`config.mk`:
```
export PLATFORM = sky130hd
export DESIGN_NAME = alu_exec_unit
export DESIGN_NICKNAME = d
export VERILOG_FILES = /design/src/rtl/alu_pkg.sv /design/src/rtl/alu_exec_core.sv /design/src/rtl/alu_exec_unit.sv
export SDC_FILE = /design/constraint.sdc
export NUM_CORES = 1
export LEC_CHECK = 0
export BUFFER_PORTS_ARGS = -buffer_cell sky130_fd_sc_hd__buf_2
export CAP_MARGIN = 10
export CORE_MARGIN = 1.5
export CORE_UTILIZATION = 50
export CTS_CLUSTER_DIAMETER = 50
export DETAILED_ROUTE_END_ITERATION = 8
export GPL_TIMING_DRIVEN = 0
export PLACE_DENSITY_LB_ADDON = 0.25
export SYNTH_ARGS = -nofsm -noshare
export SYNTH_HDL_FRONTEND = slang
export SYNTH_HIERARCHICAL = 1
export SYNTH_SLANG_ARGS = --single-unit
```
`constraint.sdc`:
```
create_clock -name clk -period 5.2 [get_ports clk]
set_clock_uncertainty 0.1 [all_clocks]
set_input_delay 0.52 -clock clk [delete_from_list [all_inputs] [get_ports clk]]
set_output_delay 0.52 -clock clk [all_outputs]
set_load 0.005 [all_outputs]
```
`src/rtl/alu_pkg.sv`:
```
// Shared ALU opcode encodings for the execution unit, sequencer and checker.
package alu_pkg;

  localparam logic [3:0] OP_PASS = 4'd0;
  localparam logic [3:0] OP_ADD  = 4'd1;
  localparam logic [3:0] OP_SUB  = 4'd2;
  localparam logic [3:0] OP_RSB  = 4'd3;
  localparam logic [3:0] OP_AND  = 4'd4;
  localparam logic [3:0] OP_OR   = 4'd5;
  localparam logic [3:0] OP_XOR  = 4'd6;
  localparam logic [3:0] OP_NOT  = 4'd7;
  localparam logic [3:0] OP_ADC  = 4'd8;
  localparam logic [3:0] OP_SBC  = 4'd9;
  localparam logic [3:0] OP_SHL  = 4'd10;
  localparam logic [3:0] OP_SHR  = 4'd11;
  localparam logic [3:0] OP_ASR  = 4'd12;
  localparam logic [3:0] OP_ROL  = 4'd13;
  localparam logic [3:0] OP_INC  = 4'd14;
  localparam logic [3:0] OP_CMP  = 4'd15;

endpackage

```
`src/rtl/alu_exec_core.sv`:
```
// Combinational ALU datapath: {a, b, sel, cin} -> {y, n, z, c, v}.
// Ports:
//   a, b : W-bit operands
//   sel  : 4-bit opcode (alu_pkg OP_*)
//   cin  : architectural carry used by ADC/SBC
//   y    : W-bit result
//   n/z/c/v : negative, zero, carry (1 = no borrow on subtract), overflow
module alu_exec_core
  import alu_pkg::*;
#(
  parameter int unsigned W = 4
) (
  input  logic [W-1:0] a,
  input  logic [W-1:0] b,
  input  logic [3:0]   sel,
  input  logic         cin,
  output logic [W-1:0] y,
  output logic         n,
  output logic         z,
  output logic         c,
  output logic         v
);

  // One shared adder; subtraction is x + ~y + 1, so carry-out means no borrow.
  logic [W-1:0] add_x;
  logic [W-1:0] add_y;
  logic         add_ci;
  logic [W:0]   sum;
  logic         ovf;
  logic [W-1:0] flag_val;

  always_comb begin
    add_x  = a;
    add_y  = b;
    add_ci = 1'b0;
    unique case (sel)
      OP_SUB, OP_CMP: begin add_y = ~b;  add_ci = 1'b1; end
      OP_RSB:         begin add_x = b;   add_y = ~a; add_ci = 1'b1; end
      OP_ADC:         begin add_ci = cin; end
      OP_SBC:         begin add_y = ~b;  add_ci = cin; end
      OP_INC:         begin add_y = '0;  add_ci = 1'b1; end
      default: ;
    endcase
  end

  assign sum = {1'b0, add_x} + {1'b0, add_y} + {{W{1'b0}}, add_ci};
  assign ovf = (add_x[W-1] == add_y[W-1]) && (sum[W-1] != add_x[W-1]);

  always_comb begin
    y = '0;
    c = 1'b0;
    v = 1'b0;
    unique case (sel)
      OP_PASS: y = a;
      OP_ADD, OP_SUB, OP_RSB, OP_ADC, OP_SBC, OP_INC: begin
        y = sum[W-1:0];
        c = sum[W];
        v = ovf;
      end
      OP_AND:  y = a & b;
      OP_OR:   y = a | b;
      OP_XOR:  y = a ^ b;
      OP_NOT:  y = ~a;
      OP_SHL:  begin y = {a[W-2:0], 1'b0};   c = a[W-1]; end
      OP_SHR:  begin y = {1'b0, a[W-1:1]};   c = a[0];   end
      OP_ASR:  begin y = {a[W-1], a[W-1:1]}; c = a[0];   end
      OP_ROL:  begin y = {a[W-2:0], a[W-1]}; c = a[W-1]; end
      OP_CMP:  begin y = a; c = sum[W]; v = ovf; end
      default: ;
    endcase
  end

  // CMP reports N/Z of the difference while returning A unchanged.
  assign flag_val = (sel == OP_CMP) ? sum[W-1:0] : y;
  assign n = flag_val[W-1];
  assign z = (flag_val == '0);

endmodule

```
`src/rtl/alu_exec_unit.sv`:
```
// Sequential ALU responder: accepts {a, b, sel} over valid/ready, returns the
// result and flags one cycle later from a registered response channel, and
// keeps an architectural carry flag for ADC/SBC chains.
// Ports:
//   clk, rst            : clock, synchronous active-high reset
//   req_valid/req_ready : request handshake; req_a, req_b, req_sel payload
//   clear_carry         : clears the carry flag (an op accepted that cycle sees 0)
//   rsp_valid/rsp_ready : response handshake; rsp_y, rsp_n/z/c/v payload
//   op_count            : accepted requests since reset, wrapping
module alu_exec_unit
  import alu_pkg::*;
#(
  parameter int unsigned W     = 4,
  parameter int unsigned CNT_W = 8
) (
  input  logic             clk,
  input  logic             rst,
  input  logic             req_valid,
  output logic             req_ready,
  input  logic [W-1:0]     req_a,
  input  logic [W-1:0]     req_b,
  input  logic [3:0]       req_sel,
  input  logic             clear_carry,
  output logic             rsp_valid,
  input  logic             rsp_ready,
  output logic [W-1:0]     rsp_y,
  output logic             rsp_n,
  output logic             rsp_z,
  output logic             rsp_c,
  output logic             rsp_v,
  output logic [CNT_W-1:0] op_count
);

  logic         carry_flag;
  logic         accept;
  logic         core_cin;
  logic [W-1:0] core_y;
  logic         core_n;
  logic         core_z;
  logic         core_c;
  logic         core_v;

  assign req_ready = ~rsp_valid | rsp_ready;
  assign accept    = req_valid & req_ready;
  assign core_cin  = clear_carry ? 1'b0 : carry_flag;

  alu_exec_core #(.W(W)) u_core (
    .a   (req_a),
    .b   (req_b),
    .sel (req_sel),
    .cin (core_cin),
    .y   (core_y),
    .n   (core_n),
    .z   (core_z),
    .c   (core_c),
    .v   (core_v)
  );

  always_ff @(posedge clk) begin
    if (rst) begin
      rsp_valid  <= 1'b0;
      rsp_y      <= '0;
      rsp_n      <= 1'b0;
      rsp_z      <= 1'b0;
      rsp_c      <= 1'b0;
      rsp_v      <= 1'b0;
      carry_flag <= 1'b0;
      op_count   <= '0;
    end else if (accept) begin
      rsp_valid  <= 1'b1;
      rsp_y      <= core_y;
      rsp_n      <= core_n;
      rsp_z      <= core_z;
      rsp_c      <= core_c;
      rsp_v      <= core_v;
      carry_flag <= core_c;
      op_count   <= op_count + CNT_W'(1);
    end else begin
      if (rsp_ready)   rsp_valid  <= 1'b0;
      if (clear_carry) carry_flag <= 1'b0;
    end
  end

endmodule

```
==> key figures <==
Outcome
  • Status: complete, no violations

Worst setup path
  • FF-to-FF Start: carry_flag$_SDFF_PP0_
  • Crit-path max FO: 10
  • Reg2reg end: rsp_z$_SDFFE_PP0P_
  • Critical Path RT: between 5 and 6 ns
  • Arrival time worst endpoint: 3.61 ns
  • Crit Path Class: input port to flop
  • Worst setup SP type: input port
  • R2R setup slack: 2.65 ns
  • Crit end category: flop
  • R2R cell count: 12

Clock network
  • CTS clk-pin slew, worst paths: 0.06 ns
  • Worst skew pair latency: 0.25 ns
  • Post-CTS Hold Buffers: 0
  • Max Buffers Root-to-Sink: 2
  • Clk sink count: 18
  • Post-CTS sizing: 0
  • Post-CTS setup buffers: 0
  • H-tree levels: 1
  • Num CTS Buffers: 3
  • Clk root buf: clkbuf_8
  • CTS tree: built

Layout
  • Fillers: 387
  • Share of post-route cells with drive strength above 1: 21.31%
  • Commonest non-fill, non-tap cell in the layout: buf_2
  • Most frequent cells in the layout: buf_2 (36), o21ai_0 (28), a21oi_1 (26)
  • Cell Count, Final, Fillers Out: 353
  • Antenna cell count: 0
  • Syn-to-layout area delta: 12.67%
  • Reg area: 360.3 µm²
  • Multi-input combinational cell area: between 1000 and 1500 µm²
  • Fin nets: 338

Drt
  • DR vias/cell: a little under 6
  • DRC violations left: 0
  • Iteration count of the initial detailed-routing pass: 4
  • WL final: around 5000 µm
  • Routed length per placed instance: 14.38 µm
  • DR vias: 2107
  • Antenna viol nets, final: 0
  • Initial DRC Count: 182

Placed design
  • Buffers on Ports: 30
  • RePlAce Congestion: 0.9666
  • HPWL Detailed: around 3900 µm
  • Placed instance count: 350

GRT
  • Met1 Use GR: 37.10%
  • GRT Resource Usage Total: roughly 25%
  • Number of global-route vias before repair: 1817
  • Most Crowded Layer GR: met2
  • M3 GR Usage: 4.770%
  • GRT overflow: 0
  • First-pass GRT wire length: 8659 µm
  • Met2 Resource Use GR: 38.38%
  • Initial antenna violation count: 0
  • Largest net degree at the start of global routing: 11

Power and ir drop
  • Maximum VDD drop: 0.0001477 V
  • Pwr per Cell Area: 183.3 nW/µm²
  • Leak pwr: 0.9675 nW

STA
  • Setup TNS: 0 ns
  • Tmin final: 3.541 ns
  • Measured slew at the worst slew-check pin: 0.4854 ns
  • RSZ-0062 raised after global routing: false
  • Slew margin rel.: around two thirds
  • Final Hold Viols: 0
  • Max Slew Vio Count: 0
  • Setup Viol. Count Final: 0
  • Final Cycle Share: 68.10%
  • Peak Freq: 282.4 MHz

Floorplan
  • Boundary pin count: 35
  • Chip Width: 66 µm
  • Row Count: 22
  • DIE HEIGHT: around 66 µm
  • Initial Util: 53.01%
  • Core area: ~3700 µm²
  • Die ar.: 4356 µm²

Yosys
  • Synth top area share: 18.16%
  • Synth async-reset ratio: 0%
  • Seq/Total Area, Yosys: 18.16%
  • Cell taking the most area after synthesis: dfxtp_1
  • Syn nets: approximately 300
  • Number of flops mapped to enable cells by yosys: 0
  • Post-Synth Simple-Gate Area: a little under a quarter
  • Gate Count Post-Synth: ~270
  • Multiplexer area fraction after synthesis: under 10%
  • Post-synthesis xor/xnor area fraction: between 1.5 and 2%
  • Top cells by area, synth: dfxtp_1 (18%), ha_1 (7.6%), o21ai_0 (7.1%), a21oi_1 (6.6%), nand2_1 (4.2%)
  • Synth unique cells: 56
  • Largest family of logic cells by synthesized area: compound AO/OA/AOI/OAI gates
  • Synth Area in Adders: 9.584%
  • Compound-Gate Fraction of Synth Area: 27.81%
  • Yosys reg bits: 18
  • Mean area per synthesized cell: between 7 and 8 µm²
  • Ys Warns: 6
  • Main synth FF type: dfxtp_1
  • Mapped Area: 1984 µm²

Job
  • Max capacitance violation total: 0

Min path
  • Worst Hold Depth: 2
  • Hold Crit Endpoint: rsp_y[3]$_SDFFE_PP0P_
  • Hold Startpoint: rsp_y[3]$_SDFFE_PP0P_
  • Tightest Hold Check Type: flop to flop
==> layer usage <==
layer / vias to the layer above / part of all wire, %
met5: - / 0
met4: 0 / 0.65
met3: 4 / 5.8
met2: 63 / 45
met1: 989 / 49
li1: 1051 / -
==> cell type report <==
class                           count  area share (%)
Tap cell                           48           2.686
Buffer                             22           6.267
Inverter                           21           3.637
Clock buffer                        3           1.847
Sequential cell                    18           16.12
Multi-Input combinational cell    211           62.73
Timing Repair Buffer               30           6.715
==> state kept, by name, indices dropped and copies added, names as in the netlist <==
signal,count
op_count,8
rsp_y,4
carry_flag,1
rsp_c,1
rsp_n,1
rsp_v,1
rsp_valid,1
rsp_z,1
==> report_power, final <==
part / switching [W] / total [W] / leakage (nW) / internal (W)
logic: 0.0000973 / 0.000168 / 0.799 / 0.0000711
clock network: 0.0000419 / 0.0000932 / 0.0216 / 0.0000513
registers: 0.00000332 / 0.000148 / 0.147 / 0.000145
==> synth_stat cells (2+ instances only) <==
library cell / count
a21oi_1: 26
nand2b_1: 2
a221o_1: 3
inv_2: 3
o22a_1: 2
nor2b_1: 12
inv_1: 17
clkbuf_1: 4
or2_1: 2
o31ai_1: 4
ha_1: 12
nor3_1: 5
nand2_1: 22
nor2_1: 18
mux2_1: 3
xnor2_1: 2
buf_4: 5
buf_1: 2
a221oi_1: 2
buf_2: 6
buf_6: 4
xor2_1: 2
dfxtp_1: 18
o21ai_0: 28
o32ai_1: 3
mux2i_1: 4
mux2_2: 7
a211oi_1: 2
nand3_1: 12
o21ai_1: 2
fa_1: 2
nor3b_1: 2
or4_1: 2
nand4_1: 3
nor4_1: 4
o22ai_1: 4
a21o_1: 2
==> logic make-up (layout without fill, tap and decap cells) <==
| logic type | count (synthesis) | after routing |
|---|---|---|
| DFF | 18 | 18 |
| adders and majority gates | 14 | 14 |
| xor gates and xnor gates | 4 | 4 |
| AOI/OAI and AO/OA | 89 | 89 |
| buffers and inverters | 43 | 76 |
| muxes | 15 | 15 |
| and+or+nand+nor | 89 | 89 |
==> worst max-delay path, stage by stage <==
cell and delay, ns:
buf_4 0.15, buf_6 0.15, and2_1 0.16, a21oi_1 0.24, o21ai_1 0.16, a221o_1 0.39
fa_1 0.41, a21o_1 0.18, a21oi_1 0.33, xor2_1 0.27, nor2b_1 0.18, a21oi_1 0.08
a211oi_2 0.17, nand3_1 0.10, a21oi_1 0.14
==> stage by stage <==
stage / utilization [%] / setup WS (ns) / area, µm² / hold WS [ns] / total power [W]
finish: 59.73 / 1.659 / 2236 / 0.3798 / 0.0004099
global route: 59.73 / 1.462 / 2236 / 0.4051 / 0.0004413
CTS: 59.73 / 1.703 / 2236 / 0.3788 / 0.0004108
detailed placement: 58.62 / 1.522 / 2195 / 0.3702 / 0.0003157
global placement: 58.62 / 1.583 / 2195 / 0.3620 / 0.0003125
floorplan: - / 1.978 / 1984 / 0.3701 / 0.0002702
==> worst max path at each step <==
stage	from	to	slack, ns
floorplan	req_sel[1]	rsp_z$_SDFFE_PP0P_	1.98
global placement	req_sel[1]	rsp_z$_SDFFE_PP0P_	1.58
CTS	req_sel[1]	rsp_z$_SDFFE_PP0P_	1.70
finish	req_sel[1]	rsp_z$_SDFFE_PP0P_	1.66
global route	req_sel[1]	rsp_z$_SDFFE_PP0P_	1.46
detailed placement	req_sel[1]	rsp_z$_SDFFE_PP0P_	1.52
Note: power is estimated with default switching activity, not from simulation.
